## config.mk

```make
export PLATFORM = sky130hd
export DESIGN_NAME = data_pack_datapath_flat
export DESIGN_NICKNAME = d
export VERILOG_FILES = /design/src/rtl/data_pack_datapath_if.sv /design/src/rtl/data_pack_datapath.sv /design/src/flat_wrapper.sv
export SDC_FILE = /design/constraint.sdc
export NUM_CORES = 1
export LEC_CHECK = 0
export CAP_MARGIN = 10
export CORE_UTILIZATION = 52
export DETAILED_ROUTE_END_ITERATION = 7
export GPL_ROUTABILITY_DRIVEN = 0
export PLACE_DENSITY = 0.84
export SLEW_MARGIN = 15
export SYNTH_ARGS = -nofsm -noshare
export SYNTH_HDL_FRONTEND = slang
export SYNTH_SLANG_ARGS = --single-unit
export TNS_END_PERCENT = 1
```

## constraint.sdc

```tcl
create_clock -name clk -period 3.2 [get_ports clk]
set_input_delay 0.64 -clock clk [delete_from_list [all_inputs] [get_ports clk]]
set_output_delay 0.64 -clock clk [all_outputs]
set_load 0.01 [all_outputs]
```

## src/rtl/data_pack_datapath_if.sv

```systemverilog
// Handshake bundle for the 7-bit symbol packer: symbol input side, packed word
// output side, flush control and fill status.
interface data_pack_datapath_if #(
  parameter int unsigned SYM_W  = 7,
  parameter int unsigned WORD_W = 32
);
  logic [SYM_W-1:0]  sym_in;
  logic              sym_valid;
  logic              sym_ready;
  logic              flush;
  logic [WORD_W-1:0] word_out;
  logic              word_valid;
  logic              word_ready;
  logic              word_last;
  logic              flush_done;
  logic [5:0]        fill;

  modport master (
    output sym_in, sym_valid, flush, word_ready,
    input  sym_ready, word_out, word_valid, word_last, flush_done, fill
  );

  modport slave (
    input  sym_in, sym_valid, flush, word_ready,
    output sym_ready, word_out, word_valid, word_last, flush_done, fill
  );
endinterface

```

## src/rtl/data_pack_datapath.sv

```systemverilog
// Packs 7-bit symbols LSB-first into contiguous 32-bit words through a 39-bit
// accumulator; a flush drains the partial tail as a zero-padded final word.
module data_pack_datapath #(
  parameter int unsigned SYM_W  = 7,
  parameter int unsigned WORD_W = 32
) (
  input logic                 clk,
  input logic                 rst,
  data_pack_datapath_if.slave bus
);

  localparam int unsigned ACC_W = SYM_W + WORD_W;

  localparam logic [0:0] ST_FILL  = 1'b0;
  localparam logic [0:0] ST_FLUSH = 1'b1;

  logic [ACC_W-1:0] acc_q, acc_d;
  logic [5:0]       fill_q, fill_d;
  logic [0:0]       state_q, state_d;
  logic             pend_q, pend_d;
  logic             done_q, done_d;

  logic full;
  logic word_valid;
  logic sym_ready;
  logic pop;
  logic accept;

  assign full       = (fill_q >= 6'(WORD_W));
  assign word_valid = (state_q == ST_FILL) ? full : (fill_q != '0);
  assign pop        = word_valid & bus.word_ready;
  // word_ready lets a symbol in on the same cycle the full word leaves
  assign sym_ready  = (state_q == ST_FILL) & ~pend_q & (~full | bus.word_ready);
  assign accept     = bus.sym_valid & sym_ready;

  assign bus.sym_ready  = sym_ready;
  assign bus.word_valid = word_valid;
  assign bus.word_out   = acc_q[WORD_W-1:0];
  assign bus.word_last  = (state_q == ST_FLUSH) & (fill_q != '0);
  assign bus.flush_done = done_q;
  assign bus.fill       = fill_q;

  always_comb begin
    acc_d   = acc_q;
    fill_d  = fill_q;
    state_d = state_q;
    pend_d  = pend_q;
    done_d  = 1'b0;

    case (state_q)
      ST_FILL: begin
        if (pop) begin
          acc_d  = acc_q >> WORD_W;
          fill_d = fill_q - 6'(WORD_W);
        end
        // fill_d already reflects a same-cycle pop, so the symbol lands at fill-32
        if (accept) begin
          acc_d[fill_d +: SYM_W] = bus.sym_in;
          fill_d                 = fill_d + 6'(SYM_W);
        end
        if (bus.flush) begin
          pend_d = 1'b1;
        end
        if (pend_q && !full) begin
          state_d = ST_FLUSH;
        end
      end

      ST_FLUSH: begin
        if (fill_q == '0) begin
          done_d  = 1'b1;
          pend_d  = 1'b0;
          state_d = ST_FILL;
        end else if (pop) begin
          acc_d   = '0;
          fill_d  = '0;
          done_d  = 1'b1;
          pend_d  = 1'b0;
          state_d = ST_FILL;
        end
      end

      default: begin
        state_d = ST_FILL;
      end
    endcase
  end

  always_ff @(posedge clk or negedge rst) begin
    if (!rst) begin
      acc_q   <= '0;
      fill_q  <= '0;
      state_q <= ST_FILL;
      pend_q  <= 1'b0;
      done_q  <= 1'b0;
    end else begin
      acc_q   <= acc_d;
      fill_q  <= fill_d;
      state_q <= state_d;
      pend_q  <= pend_d;
      done_q  <= done_d;
    end
  end

endmodule

```

## src/flat_wrapper.sv

```systemverilog
// flat-port wrapper written by rule: the top's interface ports become plain ports
module data_pack_datapath_flat 
#(
  parameter int unsigned SYM_W  = 7,
  parameter int unsigned WORD_W = 32
)
  (clk, rst, bus_sym_in, bus_sym_valid, bus_flush, bus_word_ready, bus_sym_ready, bus_word_out, bus_word_valid, bus_word_last, bus_flush_done, bus_fill);
  data_pack_datapath_if #(.SYM_W(SYM_W), .WORD_W(WORD_W)) bus_i ();
  input logic clk;
  input logic rst;
  input wire logic [$bits(bus_i.sym_in)-1:0] bus_sym_in;
  input wire logic [$bits(bus_i.sym_valid)-1:0] bus_sym_valid;
  input wire logic [$bits(bus_i.flush)-1:0] bus_flush;
  input wire logic [$bits(bus_i.word_ready)-1:0] bus_word_ready;
  output wire logic [$bits(bus_i.sym_ready)-1:0] bus_sym_ready;
  output wire logic [$bits(bus_i.word_out)-1:0] bus_word_out;
  output wire logic [$bits(bus_i.word_valid)-1:0] bus_word_valid;
  output wire logic [$bits(bus_i.word_last)-1:0] bus_word_last;
  output wire logic [$bits(bus_i.flush_done)-1:0] bus_flush_done;
  output wire logic [$bits(bus_i.fill)-1:0] bus_fill;
  assign bus_i.sym_in = bus_sym_in;
  assign bus_i.sym_valid = bus_sym_valid;
  assign bus_i.flush = bus_flush;
  assign bus_i.word_ready = bus_word_ready;
  assign bus_sym_ready = bus_i.sym_ready;
  assign bus_word_out = bus_i.word_out;
  assign bus_word_valid = bus_i.word_valid;
  assign bus_word_last = bus_i.word_last;
  assign bus_flush_done = bus_i.flush_done;
  assign bus_fill = bus_i.fill;
  data_pack_datapath #(.SYM_W(SYM_W), .WORD_W(WORD_W)) u_core (.clk(clk), .rst(rst), .bus(bus_i));
endmodule
```

==> metrics, run 1 <==
top-count cell post-synth=nand2_1; grt ovf=0; Area Growth Syn to Fin=14.11%; Max Freq=326.6 MHz; violated checks=design-rule violations; vias in the first global route=4292; drt first-iter violations=1007; Die Area=just under 9000 um^2; Clock Skew=0.01345 ns; multi-input logic area=2685 um^2; nature of the critical path endpoint=output port; critical path, cell by cell=inv_1, ha_1, or4b_4, a21o_1, clkdlybuf4s50_1; worst-margin pin slew=1.004 ns; RR Startpoint=u_core.bus.fill[0]$_DFFE_PN0P_; largest net degree at the start of global routing=between 40 and 50; Area contributors post-synth=dfrtp_1, buf_4, mux2i_1; RSZ-0062 raised after global routing=false; Detailed Place HPWL=10.11 mm; H-tree depth=2; Clk Tree Root Cell=clkbuf_8; crit path launch=u_core.bus.fill[0]$_DFFE_PN0P_; Max stage delay cell, worst path=or4b_4; Max VDD drop=0.9202 mV; Tot GR Track Use=33.30%; DR WL/cell=21.25 um; die height=93.40 um; Core ar.=7888 um^2; vias after detailed routing=4659; drt drc=102; Post-CTS Setup Bufs=0; global-route wire length before repair=22.29 mm; Syn Inst Count=534; # setup viols final=0; clk sinks=48; Final TNS setup=0 ns; crit path time final=3.062 ns; CP required=around 2.6 ns; unique cell type count in the Yosys netlist=73; LEAKAGE=2.034 nW; IO Port Bufs=53; Pwr Density=1253 nW/um^2; initial core utilization=a little under three fifths; initial antenna violation count=0; clock latency on the worst-skew pair=0.32 ns; share of cells above drive strength 1=12.57%; Via-to-Cell Ratio=7.070; Final Max Slew Viols=0; total iterations of the first detailed-routing run=8; asr flop ratio synth=100.0%; syn nets=549; crit path launch type=flop; CP Max Fanout=11; fin area=approximately 5000 um^2; fin nets=572; ys flop type=dfrtp_1; Yosys top cell by area=dfrtp_1; CTS tree=done; Worst R2R Setup Slack=0.21 ns; syn_area_per_cell=8.135 um^2; placed insts=roughly 650; Placement Rows=32; Worst-path clk slew=approximately 0.10 ns; #FFs+latches synth=48; sequential fraction of the synthesis area=27.65%; Post-synth EDFFs=0; ANT cells=0; Max-slew headroom=between 30% and 40%; # fillers=672; Inserted Clock Buffers=5; drt total wl=roughly 14 mm; FF-to-FF path depth=9; data arrival time of the critical path=2.42 ns; hold crit path type=in2async; Period Utilization, post-route=95.68%; Maximum Capacitance Violations=0; number of synthesis warnings=0; Crit Path Category=reg2out; FF+latch area=1201 um^2; mapped cell area=4344 um^2; Die X-Extent=93.40 um; Ports=54; outcome=finished with violations; dpl cell area=4850 um^2; fin cells=~660; top cells by count, synth=nand2_1, dfrtp_1, nor2_1; final hold violation count=0; number of antenna-violating nets in the routed design=0; post-synth top area share=27.65%; Max clock buf depth=2; critical path's largest stage delay=0.58 ns
logic make-up (layout without fill, tap and decap cells):
kind of cell | count (synthesis) | in the layout | share of synthesized area (%)
compound gates | 186 | 186 | 30.47
simple gates | 172 | 172 | 20.36
buf+inv | 86 | 109 | 10.86
flops | 48 | 48 | 27.65
mux | 30 | 30 | 7.632
xor+xnor | 9 | 9 | 2.160
fa+ha+maj | 3 | 3 | 0.8641
metrics by stage:
stage / setup slack (ns) / power (W) / util (%) / hold WS [ns]
2_1_floorplan: 0.002655 / 0.004031 / - / 0.3444
3_3_place_gp: 0.2713 / 0.005427 / 61.48 / 0.4873
3_5_place_dp: 0.2132 / 0.005518 / 61.48 / 0.4941
4_1_cts: 0.08013 / 0.005941 / 62.69 / 0.5151
5_1_grt: 0.02982 / 0.006507 / 62.85 / 0.3838
6_report: 0.1382 / 0.006211 / 62.85 / 0.3290
critical path, delay by kind of cell, from the launching register on:
family	cells	cell delay, ns
buf+inv	2	0.63
simple gates	1	0.58
flops	1	0.39
fa+ha+maj	1	0.25
compound gates	1	0.25
layout by cell type, fill, tap and decap left out, types with 4 or more instances in the layout:
cell / Yosys / layout
a211oi_1: 14 / 14
o21ai_0: 35 / 35
nand2b_1: 5 / 5
nor2_1: 39 / 38
or2_2: 4 / 4
a31oi_1: 4 / 4
a211o_1: 4 / 4
nand3_1: 14 / 14
and3_1: 6 / 6
a21o_1: 4 / 4
and2_1: 7 / 7
mux2i_1: 23 / 23
inv_1: 14 / 14
or3_1: 4 / 4
dfrtp_1: 48 / 48
a21oi_1: 26 / 26
clkdlybuf4s50_1: 0 / 52
a32oi_1: 4 / 4
o22ai_1: 5 / 5
o32ai_1: 4 / 4
a22o_1: 4 / 4
o31a_1: 4 / 4
o311ai_0: 4 / 4
clkbuf_8: 0 / 6
mux2_2: 5 / 5
nor3_1: 14 / 14
buf_4: 36 / 34
nand2_1: 57 / 57
o211ai_1: 21 / 21
o31ai_1: 16 / 16
xnor2_1: 5 / 4
power by group:
group          switching, W  internal [W]  total (W)
sequential         0.000174      0.000785   0.000959
combinational       0.00312       0.00173    0.00485
clock              0.000229      0.000173   0.000402
registers in the layout (all words and copies together), names as in the netlist:
signal	cells
u_core.acc_q	39
u_core.state_q	1
u_core.bus.fill	6
u_core.pend_q	1
u_core.bus.flush_done	1
routing by layer:
layer  up-vias  routed length, um  global-route usage [%]
li1       2027                  -                       -
met2       412               5872                   48.59
met5         -                  0                       0
met3       121               1909                   9.675
met4         0                913                   17.69
met1      2099               5311                   44.31
final cells by class:
class,count,area share [%]
Sequential cell,48,24.23
Clock buffer,6,1.666
Tap cell,102,2.574
Multi-Input combinational cell,400,54.16
Inverter,15,1.136
Timing Repair Buffer,87,16.05
Clock inverter,1,0.1767
path summary, 6_finish.rpt:
path / end
setup / recovery: bus_word_valid
hold / removal: u_core.bus.fill[3]$_DFFE_PN0P_
min in group clk: u_core.acc_q[19]$_DFFE_PN0P_
max in group asynchronous: u_core.acc_q[38]$_DFFE_PN0P_
setup reg to reg: u_core.acc_q[31]$_DFFE_PN0P_
hold reg to reg: u_core.acc_q[19]$_DFFE_PN0P_
repair_timing:
action / 4_1_cts / 5_1_grt
setup endpoints to repair: 1 / 1
pin swaps: 0 / 0
hold buffers: 0 / 0
gates resized for setup: 1 / 1
(Power assumes the default switching activity.)
==> inputs of run 2 (changes only) <==
--- a/config.mk
+++ b/config.mk
@@ -6,10 +6,12 @@
 export NUM_CORES = 1
 export LEC_CHECK = 0
 export CAP_MARGIN = 10
-export CORE_UTILIZATION = 52
+export CELL_PAD_IN_SITES_DETAIL_PLACEMENT = 1
+export CELL_PAD_IN_SITES_GLOBAL_PLACEMENT = 1
+export CORE_UTILIZATION = 38
 export DETAILED_ROUTE_END_ITERATION = 7
 export GPL_ROUTABILITY_DRIVEN = 0
-export PLACE_DENSITY = 0.84
+export PLACE_DENSITY = 0.83
 export SLEW_MARGIN = 15
 export SYNTH_ARGS = -nofsm -noshare
 export SYNTH_HDL_FRONTEND = slang
==> run 2 against run 1 <==
The run now ends clean. Utilization is 17 points lower. Combinational power grew 4%. Total power is 4.9% higher. Die area rose by 36%. Critical endpoint unchanged. Largest cell class unchanged.
==> metrics, run 2 (synthesis gave the netlist of run 1 again) <==
IO Port Bufs=53; initial antenna violation count=0; data arrival time of the critical path=2.45 ns; vias in the first global route=4625; crit path launch type=flop; max reg flops=39; global-route wire length before repair=26.11 mm; die height=around 110 um; Detailed Place HPWL=around 12 mm; Die X-Extent=108.9 um; Max stage delay cell, worst path=or4b_4; ANT cells=0; Crit Path Category=reg2out; Max clock buf depth=2; CP required=2.56 ns; final hold violation count=0; Post-CTS Setup Bufs=0; drt drc=0; Clk Tree Root Cell=clkbuf_16; fin area=5074 um^2; Largest Register=u_core.acc_q; fin nets=between 500 and 600; dpl ws=approximately 0.076 ns; hold crit path type=in2async; power after layout=~0.0065 W; nature of the critical path endpoint=output port; share of cells above drive strength 1=12.72%; drt total wl=16.37 mm; worst-margin pin slew=~1.0 ns; Placement Rows=38; largest net degree at the start of global routing=49; Max VDD drop=0.5491 mV; Die Area=11860 um^2; drt first-iter violations=458; multi-input logic area=between 2000 and 3000 um^2; critical path, cell by cell=inv_1, ha_1, or4b_4, a21o_1, clkdlybuf4s50_1; CTS tree=done; Max Freq=323.9 MHz; clk sinks=48; Inserted Clock Buffers=5; setup ws final=0.1122 ns; LEAKAGE=2.070 nW; Worst R2R Setup Slack=roughly 0.14 ns; Core ar.=between 10000 and 15000 um^2; Ports=54; Via-to-Cell Ratio=6.695; CP Max Fanout=11; H-tree depth=2; critical path's largest stage delay=0.58 ns; Clock Skew=0.005223 ns; Pwr Density=1285 nW/um^2; CP delay by family, top=buffers and inverters; Area Growth Syn to Fin=16.79%; Max-slew headroom=31.16%; Final Max Slew Viols=0; Period Utilization, post-route=a little over nine tenths; # fillers=1314; crit path time final=a little over 3 ns; DR WL/cell=23.45 um; commonest non-fill, non-tap cells in the layout=nand2_1, clkdlybuf4s50_1, dfrtp_1; RSZ-0062 raised after global routing=false; most common cell after layout, fill and taps aside=nand2_1; Worst-path clk slew=0.07 ns; number of antenna-violating nets in the routed design=0; Maximum Capacitance Violations=0; Tot GR Track Use=approximately 29%; dpl cell area=between 4000 and 5000 um^2; vias after detailed routing=approximately 4700; Final TNS setup=0 ns; clock latency on the worst-skew pair=0.30 ns; initial core utilization=39.55%; worst path bufs/invs=2; # setup viols final=0; total iterations of the first detailed-routing run=6; FF+latch area=1201 um^2; grt ovf=0; outcome=complete, no violations
## run 2: per-stage QoR
stage	hold slack, ns	utilization (%)	std cells
floorplan	0.3444	-	534
global placement	0.4825	44.66	691
detailed placement	0.4859	44.66	691
CTS	0.5006	46.06	698
global route	0.4301	46.20	698
finish	0.3662	46.20	698
## run 2: report_power, final
part / switching (W) / total [W] / leakage, nW / internal (W)
clock: 0.000232 / 0.000541 / 0.0729 / 0.000308
combinational: 0.00329 / 0.00503 / 1.34 / 0.00174
sequential: 0.000163 / 0.000950 / 0.657 / 0.000787
total: 0.00369 / 0.00652 / 2.07 / 0.00283
## run 2: final cells by class
class                           count  area share (%)
Sequential cell                    48           23.67
Inverter                           15           1.110
Tap cell                          140           3.453
Timing Repair Buffer               88           15.83
Clock buffer                        6           2.737
Multi-Input combinational cell    400           53.02
Clock inverter                      1          0.1726
## run 2: routing by layer
layer / global-route usage, % / share of wire (%) / up-vias
met5: 0 / 0 / -
met4: 14.29 / 4.8 / 0
met3: 6.396 / 10 / 82
met2: 44.43 / 44 / 294
met1: 38.10 / 41 / 2278
li1: - / - / 2019
## run 2: path summary, 6_finish.rpt
path | from | end | cells past startpoint
worst max-delay path | u_core.bus.fill[0]$_DFFE_PN0P_ | bus_word_valid | 5
worst min-delay path | rst | u_core.bus.fill[0]$_DFFE_PN0P_ | 1
worst min register to register | u_core.acc_q[9]$_DFFE_PN0P_ | u_core.acc_q[9]$_DFFE_PN0P_ | 2
worst max register to register | u_core.bus.fill[0]$_DFFE_PN0P_ | u_core.acc_q[2]$_DFFE_PN0P_ | 10
max in group asynchronous | rst | u_core.acc_q[36]$_DFFE_PN0P_ | 1
min in group clk | u_core.acc_q[9]$_DFFE_PN0P_ | u_core.acc_q[9]$_DFFE_PN0P_ | 2
## run 2: timing repair
action | in CTS | in global routing
pin swaps | 0 | 0
gates cloned | 0 | 0
hold buffers | 0 | 0
resized for setup | 2 | 2
endpoints found under the setup margin | 2 | 2
==> inputs of run 3 (changes only) <==
==> constraint.sdc (replaced) <==
create_clock -name clk -period 3.2 [get_ports clk]
set_input_delay 0.64 -clock clk [delete_from_list [all_inputs] [get_ports clk]]
set_output_delay 0.64 -clock clk [all_outputs]
set_load 0.005 [all_outputs]
==> run 3 against run 2 <==
Worst hold slack lost 0.017 ns. Via count down 2.6%. Fmax is essentially flat. Sequential cell count did not move. Clock-buffer cell count is the same. Die area unchanged. First-iteration DRC count grew 14%. Critical endpoint is now u_core.acc_q[32]$_DFFE_PN0P_. Largest cell class unchanged.
==> metrics, run 3 (synthesis gave the netlist of run 1 again) <==
fin nets=577; data arrival time of the critical path=3.27 ns; power after layout=about 0.0064 W; Ports=54; drt first-iter violations=about 520; IO Port Bufs=53; RR Startpoint=u_core.bus.fill[0]$_DFFE_PN0P_; Max stage delay cell, worst path=a211oi_1; CP required=~3.4 ns; critical path, cell by cell=buf_4, nor3_4, nand2_1, mux2_2, a211oi_1, a21oi_1, a211o_1; Max clock buf depth=2; Area Growth Syn to Fin=17.14%; Inserted Clock Buffers=5; DR WL/cell=between 20 and 25 um; vias in the first global route=4498; initial antenna violation count=0; Tot GR Track Use=27.95%; Via-to-Cell Ratio=roughly 6.5; drt total wl=about 16 mm; hold crit path type=in2async; Max-slew headroom=28.46%; Worst R2R Setup Slack=0.11 ns; crit path time final=slightly above 3 ns; number of antenna-violating nets in the routed design=0; Die Area=11860 um^2; Detailed Place HPWL=12.14 mm; final hold violation count=0; Maximum Capacitance Violations=0; global-route wire length before repair=25.03 mm; Placement Rows=38; dpl ws=-0.05223 ns; # fillers=about 1300; die height=108.9 um; setup ws final=0.1129 ns; initial core utilization=39.55%; crit path launch=u_core.bus.fill[0]$_DFFE_PN0P_; final core utilization=between 40 and 50%; # setup viols final=0; Final Hold Slack=0.3495 ns; clk sinks=48; Final Max Slew Viols=0; Largest Register=u_core.acc_q; nature of the critical path endpoint=flop; Die X-Extent=108.9 um; Period Utilization, post-route=a little over nine tenths; commonest non-fill, non-tap cells in the layout=nand2_1, clkdlybuf4s50_1, dfrtp_1; outcome=complete, no violations; Clock Skew=between 0.006 and 0.007 ns; hold buffer count at cts=0; grt ovf=0; Pwr Density=between 1000 and 1500 nW/um^2; critical path's largest stage delay=0.69 ns; ANT cells=0; Final TNS setup=0 ns; largest net degree at the start of global routing=49; H-tree depth=2; Max Freq=323.9 MHz; Worst-path clk slew=0.07 ns; total iterations of the first detailed-routing run=6; max reg flops=39; CTS tree=done; drt drc=0; vias after detailed routing=4552; Post-CTS Setup Bufs=0; Clk Tree Root Cell=clkbuf_16; Crit Path Category=reg2reg; CP Max Fanout=29; Max VDD drop=0.6715 mV; most common cell after layout, fill and taps aside=nand2_1; worst-margin pin slew=roughly 1.1 ns; LEAKAGE=2.082 nW; clock latency on the worst-skew pair=about 0.3 ns; RSZ-0062 raised after global routing=false; share of cells above drive strength 1=13.35%; Core ar.=10980 um^2; crit path launch type=flop
-- run 3: per-stage QoR --
stage	std cells	instance area (um^2)
floorplan	534	4345
global placement	695	4922
detailed placement	695	4922
CTS	702	5076
global route	702	5089
finish	702	5089
-- run 3: layout make-up --
| cell class | count | area [um^2] | share of cell area, % |
|---|---|---|---|
| timing repair buffer | 92 | 820.8 | 16.13 |
| inverter | 15 | 56.30 | 1.106 |
| clock inverter | 1 | 8.758 | 0.1721 |
| sequential | 48 | 1201 | 23.60 |
| tap | 140 | 175.2 | 3.442 |
| clock buffer | 6 | 138.9 | 2.729 |
| multi-input combinational | 400 | 2688 | 52.82 |
-- run 3: power by group --
| group | switching (W) | total (W) | internal (W) |
|---|---|---|---|
| logic | 0.00314 | 0.00490 | 0.00176 |
| registers | 0.000177 | 0.000963 | 0.000787 |
| clock network | 0.000242 | 0.000550 | 0.000309 |
-- run 3: critical path, delay by kind of cell (launching register included) --
family	cells	cell delay (ns)
flip-flops	1	0.38
AND/OR/NAND/NOR	2	0.76
buffers and inverters	1	0.26
multiplexers	1	0.47
AO/OA/AOI/OAI	3	1.10
-- run 3: timing repair --
| item | 4_1_cts | 5_1_grt |
|---|---|---|
| resized for setup | 2 | 3 |
| endpoints found under the setup margin | 1 | 4 |
| hold endpoints to repair | 0 | 0 |
| pin swaps | 0 | 0 |
-- run 3: final timing paths --
| path | to | depth (start not counted) |
|---|---|---|
| max | u_core.acc_q[32]$_DFFE_PN0P_ | 7 |
| min | u_core.bus.fill[3]$_DFFE_PN0P_ | 1 |
| max reg2reg | u_core.acc_q[32]$_DFFE_PN0P_ | 7 |
| min reg2reg | u_core.acc_q[19]$_DFFE_PN0P_ | 1 |
| max in group asynchronous | u_core.bus.flush_done$_DFF_PN0_ | 1 |
| min in group clk | u_core.acc_q[19]$_DFFE_PN0P_ | 1 |
-- run 3: layer usage --
layer / part of all wire, % / vias up / track usage (%) / wire length, um
met5: 0 / - / 0 / 0
met4: 5.4 / 0 / 15.54 / 865
met3: 7.8 / 63 / 5.021 / 1257
met2: 44 / 234 / 42.59 / 7102
met1: 42 / 2214 / 37.18 / 6794
li1: - / 2041 / - / -
